--- config.mk ---
export PLATFORM = sky130hd
export DESIGN_NAME = fetch_pc_unit
export DESIGN_NICKNAME = d
export VERILOG_FILES = /design/src/rtl/fetch_pc_unit.sv
export SDC_FILE = /design/constraint.sdc
export NUM_CORES = 1
export LEC_CHECK = 0
export ABC_AREA = 1
export CAP_MARGIN = 20
export CORE_MARGIN = 2
export CORE_UTILIZATION = 35
export DETAILED_ROUTE_END_ITERATION = 6
export GPL_TIMING_DRIVEN = 0
export PLACE_DENSITY = 0.6
export SLEW_MARGIN = 20
export SYNTH_ARGS = -nofsm -noshare
export SYNTH_HDL_FRONTEND = slang
export SYNTH_SLANG_ARGS = --single-unit
--- constraint.sdc ---
create_clock -name clk -period 4.2 [get_ports clk]
set_clock_uncertainty 0.05 [all_clocks]
set_input_delay 0.42 -clock clk [delete_from_list [all_inputs] [get_ports clk]]
set_output_delay 0.42 -clock clk [all_outputs]
set_load 0.01 [all_outputs]
--- src/rtl/fetch_pc_unit.sv ---
// Program counter and instruction-fetch sequencer for the single-cycle core.
// Fetches over a req/ready handshake, waits for exec_done, then resolves the next PC.
module fetch_pc_unit #(
  parameter logic [31:0] RESET_PC = 32'h0000_0000,
  parameter int unsigned PC_STEP  = 4
) (
  input  logic        clk,
  input  logic        rst_n,
  output logic        imem_req,
  output logic [31:0] imem_addr,
  input  logic        imem_ready,
  input  logic [31:0] imem_rdata,
  output logic [31:0] instr,
  output logic        instr_valid,
  input  logic        exec_done,
  input  logic [5:0]  alu_control,
  input  logic        zero,
  input  logic [31:0] branch_offset,
  input  logic        jump,
  input  logic [31:0] jump_target,
  input  logic        halt,
  output logic [31:0] pc,
  output logic [31:0] retired,
  output logic        halted,
  output logic        misalign_err
);

  typedef enum logic [1:0] {IDLE, FETCH, EXEC, HALT} state_t;

  state_t      state, state_nxt;
  logic [31:0] seq_pc;
  logic [31:0] next_pc;
  logic        branch_taken;
  logic        jump_misaligned;
  logic        unused_func;

  // func_code does not affect sequencing; only alu_op selects branches.
  assign unused_func = ^alu_control[3:0];

  assign imem_req  = (state == FETCH);
  assign imem_addr = pc;
  assign halted    = (state == HALT);

  assign seq_pc       = pc + 32'(PC_STEP);
  assign branch_taken = (alu_control[5:4] == 2'b11) && zero;

  always_comb begin
    next_pc         = seq_pc;
    jump_misaligned = 1'b0;
    if (halt) begin
      next_pc = pc;
    end else if (jump) begin
      next_pc         = {jump_target[31:2], 2'b00};
      jump_misaligned = |jump_target[1:0];
    end else if (branch_taken) begin
      next_pc = seq_pc + (branch_offset << 2);
    end
  end

  always_comb begin
    state_nxt = state;
    case (state)
      IDLE:    state_nxt = FETCH;
      FETCH:   if (imem_ready) state_nxt = EXEC;
      EXEC:    if (exec_done) state_nxt = halt ? HALT : FETCH;
      HALT:    state_nxt = HALT;
      default: state_nxt = IDLE;
    endcase
  end

  always_ff @(posedge clk) begin
    if (!rst_n) begin
      state        <= IDLE;
      pc           <= RESET_PC;
      instr        <= '0;
      instr_valid  <= 1'b0;
      retired      <= '0;
      misalign_err <= 1'b0;
    end else begin
      state       <= state_nxt;
      instr_valid <= 1'b0;
      if (state == FETCH && imem_ready) begin
        instr       <= imem_rdata;
        instr_valid <= 1'b1;
      end
      if (state == EXEC && exec_done) begin
        pc      <= next_pc;
        retired <= retired + 32'd1;
        if (jump_misaligned)
          misalign_err <= 1'b1;
      end
    end
  end

endmodule

**Word level (Yosys, flattened, before mapping)**

Index checks and enable logic that the tools add are counted.

- Register bits after elaboration: 100
- Output and inout port bits: 132
- Bits in latches: 0
- Memory bits (read-only): 0
- Memory bits (writable): 0
- Logic and storage cells: 33
- Memories: 0

- Multiply operators: 0
- Add/sub/neg operators: 3
- Reductions and logical operators: 8
- Magnitude comparators: 0
- Shift-type cells: 0
- Div/mod/pow operators: 0
- Equality and inequality tests: 6
- Mux-type cells: 9
- Bitwise gates (word level): 1

Operator list:

| cell | count |
|---|---|
| 32-bit two-way mux | 2 |
| 32-bit by 1-bit adder with 32-bit output (second input constant) | 1 |
| 32-bit by 3-bit adder with 32-bit output (second input constant) | 1 |
| 32-bit adder | 1 |
| 2-bit one-hot mux with 4 select lines | 1 |
| 2-bit equality test (second input constant) | 3 |
| 2-bit two-way mux | 3 |
| 2-bit AND reduction | 3 |
| 1-bit logical AND | 3 |
| 1-bit two-way mux | 3 |
| 2-bit by 1-bit equality test with 1-bit output (second input constant) | 1 |
| 2-bit logical NOT | 1 |
| 2-bit by 1-bit != test with 1-bit output (second input constant) | 1 |
| 2-bit != test (second input constant) | 1 |
| 2-bit OR reduction | 1 |
| 1-bit NOT | 1 |

**Depth between registers and ports, before layout**

Gate-level depths: netlist of run 1.

- Depth after elaboration: 4
- Gate-level depth with buffers: 25
- Gate-level depth less buffers: 25

**Least setup slack after synthesis of run 1**

OpenSTA, ideal clock, no wires.

- Path kind: flip-flop to flip-flop
- Start point: register pc[2], in the netlist imem_addr[2]
- End point: register pc[27], in the netlist imem_addr[27]
- Stages on the path, launching flop included: 21
- Clock period less this slack: 2.824 ns
- Slack: 1.376 ns
- Required time: 4.080 ns
- Arrival: 2.703 ns
- Cell sequence: dfxtp_1 > ha_1 > inv_1 > nor3_1 > nand3_1 > xor2_1 > inv_1 > ha_1 > nand2_1 > nand2_1 > nand2_1 > nand2_1 > a21oi_1 > nor2_1 > nor2_1 > nand2_1 > nand2_1 > nand3_1 > nand2_1 > nand2_1 > a21oi_1

- Cells in the longest elaborated chain, start to end: 4

Ends and longest elaborated chain:

| element | line | source |
|---|---|---|
| from (decl) | 22 | `output logic [31:0] pc,` |
| from (signal assigned) | 87 | `pc <= next_pc;` |
| 32-bit by 3-bit adder with 32-bit output * | 44 | `assign seq_pc = pc + 32'(PC_STEP);` |
| 32-bit adder | 56 | `next_pc = seq_pc + (branch_offset << 2);` |
| 32-bit two-way mux * | 55 | `end else if (branch_taken) begin` |
| 32-bit two-way mux * | 52 | `end else if (jump) begin` |

Every way passes the cells marked *; elsewhere a longest branch is shown, timed or not.
A chain may end at the register's enable or synchronous reset.

**Final worst setup path of run 1**

Ends and elaborated chain as after synthesis.

==> qor.yml, run 1 <==
outcome: "finished clean"
ys_seq_area_frac: 0.253
hold_buffers: 0
final_max_slew_viol_count: 0
htreeDepth: 3
syn_area_per_cell_um2: 6.06
p_comb_frac: 0.192
clock-root-buffer: "clkbuf_16"
internal-power_uw: 1570
synth_area_um2: 7740
postCtsSetupRepairBufs: 0
synth_top_area_cell: "dfxtp_1"
cts_resized: 0
p_sw_uw: 664
grt_max_degree: 18
start_util: 0.356
place_congestion: 0.943
grt_overflow: 0
clk_pin_slew_ns: 0.08
dieArea_um2: 23300
drive_above_1_share: 0.0538
r2r_cells: 17
via_per_inst: 4.90
critPathKind: "reg2reg"
track_usage: 0.246
ys.flop_type: "dfxtp_1"
grt_pass1_wl_mm: 45.8
place_hpwl_mm: 23.7
ir_drop_mv: 0.185
slew_headroom: 0.518
finalNetCount: 1668
setup_viol: 0
tns_ns: 0
ys_top_cells_by_area: "dfxtp_1, nand2_1, inv_1, nor2_1, nand3_1"
detail_route.drc_violations: 0
ys_warn_count: 0
synth-edff-count: 0
layout_min_cycle_time_ns: 3.73
p_seq_frac: 0.437
timing.final.crit_share: 0.887
synth_top_area_share: 0.253
grt_setup_unrepaired: "false"
crit_path_frequent_cell: "nand2_1"
power_frac_clock: 0.371
ant_nets: 0
first_pass_iters: 5
slowest_stage: "dfxtp_1"
arrival_ns: 3.97
io_buffer_count: 228
leakage_uw: 0.00471
die_h_um: 153
synth_most_common_cell: "nand2_1"
cts_buffer_depth: 2
area.growth.synth_to_final_pct: 37.7
swShare: 0.297
antenna_found_initial: 1
path_cells: "ha_1 > inv_1 > nor3_1 > nand4_1 > xor2_1 > ha_1 > nand2_1 > nand2_1 > a21oi_1 > o21bai_1 > nor2_1 > nand2_1 > nand2_1 > nand3_1 > nand2_1 > nand2_1 > a21oi_1"
slowest_delay_ns: 0.60
max_freq_ghz: 0.268
drt_iter0_drc: 642
pin_count: 241
die_width_um: 153
synthArstFlopShare: 0
final_hold_viol_count: 0
numCtsBuffers: 9
coreArea_um2: 21800
cts_tree: "built"
drv_cap: 0
worst-path-max-fanout: 9
post_synth_num_cell_types: 47
wl_per_cell_um: 15.9
fin_hold_ws_ns: 0.407
worstHoldPathCells: 2
endpoint_kind: "flip-flop"
wirelength_mm: 28.8
grt_pass1_vias: 8689
power_density_nw_per_um2: 210
tightestPinTransition_ns: 0.718
vias: 8853
core.rowCount: 54
ys_top_cells_by_count: "nand2_1, inv_1, nor2_1"
netlist_instances: 1278
hp-class: "reg2reg"
startpoint_type: "flip-flop"
cts_sinks: 98
required_ns: 4.44
ys_ff_latch: 98
clkLatencyLatePin_ns: 0.36
-- cell usage in the layout, fill, tap and decap left out, types with 9 or more instances in the layout --
cell type / netlist / layout
nand2_1: 413 / 413
clkdlybuf4s50_1: 0 / 228
inv_1: 153 / 153
nor2_1: 140 / 140
nand3_1: 101 / 101
dfxtp_1: 98 / 98
a21oi_1: 80 / 80
o21ai_0: 38 / 38
ha_1: 38 / 38
buf_4: 34 / 34
clkbuf_1: 28 / 29
xor2_1: 20 / 20
nand4_1: 19 / 19
nor3_1: 19 / 19
xnor2_1: 13 / 13
clkbuf_16: 0 / 9
-- critical path: cells and delay by family, from the launching register on --
kind                       cells  cell delay, ns
AOI/OAI and AO/OA              3            0.45
xor gates and xnor gates       1            0.38
adders and majority gates      2            0.58
buffers and inverters          1            0.05
DFF                            1            0.60
and+or+nand+nor               10            1.57
-- state kept, by name (all words and copies together), names as in the netlist --
register and cells:
instr 32, retired 32, imem_addr 30, state 2, instr_valid 1, misalign_err 1
-- final timing paths --
kind | from | endpoint | slack (ns)
max | imem_addr[2] | imem_addr[27] | 0.47
min | misalign_err | misalign_err | 0.41
max reg2reg | imem_addr[2] | imem_addr[27] | 0.47
min reg2reg | misalign_err | misalign_err | 0.41
-- final cells by class --
type | instances | area [um^2]
Fill cell | 2336 | 11100
Inverter | 158 | 594
Clock inverter | 6 | 47.5
Tap cell | 280 | 350
Buffer | 66 | 377
Clock buffer | 10 | 229
Multi-Input combinational cell | 959 | 4820
Sequential cell | 98 | 1960
Timing Repair Buffer | 228 | 2280
Antenna cell | 1 | 2.50
-- logic make-up (layout without fill, tap and decap cells) --
| family | count (synthesis) | count (layout) | share of synthesized area |
|---|---|---|---|
| adders and majority gates | 39 | 39 | 0.0640 |
| DFF | 98 | 98 | 0.253 |
| buffers and inverters | 224 | 468 | 0.125 |
| other | 1 | 5 | 0.000484 |
| xor gates and xnor gates | 33 | 33 | 0.0373 |
| AOI/OAI and AO/OA | 151 | 151 | 0.108 |
| and+or+nand+nor | 732 | 732 | 0.412 |
-- through the flow --
step | worst slack, ns | utilization | instance area [um^2] | cells | power (uW)
floorplan | 1.38 | - | 7750 | 1281 | 1200
global placement | 0.567 | 0.477 | 10400 | 1789 | 1430
detailed placement | 0.618 | 0.477 | 10400 | 1789 | 1430
CTS | 0.592 | 0.490 | 10700 | 1805 | 2250
global route | 0.149 | 0.490 | 10700 | 1806 | 2340
finish | 0.474 | 0.490 | 10700 | 1806 | 2240
-- layer usage --
layer / GRT usage / wire length, um / vias to the layer above / part of all wire
met5: 0 / 0 / - / 0
met4: 0.0758 / 697 / 0 / 0.024
met3: 0.0629 / 2500 / 39 / 0.087
met2: 0.405 / 12800 / 373 / 0.45
met1: 0.316 / 12700 / 3906 / 0.44
li1: - / - / 4535 / -
-- power groups by stage --
stage               clock (uW)  sequential (uW)  combinational [uW]
floorplan                    0             1000                 194
global placement             0              999                 428
detailed placement           0             1000                 428
CTS                        845              979                 431
global route               880              982                 475
finish                     830              978                 430
Note: power is estimated with default switching activity, not from simulation.
==> inputs of run 2 (changes only) <==
==> constraint.sdc (replaced) <==
create_clock -name clk -period 4.1 [get_ports clk]
set_clock_uncertainty 0.05 [all_clocks]
set_input_delay 0.41 -clock clk [delete_from_list [all_inputs] [get_ports clk]]
set_output_delay 0.41 -clock clk [all_outputs]
set_load 0.01 [all_outputs]
==> results of run 2 <==
The final DEF is identical to that of run 1. Status: finished clean.
Among the figures that moved: setup slack after placement 0.618 ns -> 0.518 ns; setup slack after layout 0.474 ns -> 0.374 ns; register-to-register setup slack 0.47 ns -> 0.37 ns; total power 2240 uW -> 2290 uW; worst IR drop on VDD 0.185 mV -> 0.190 mV
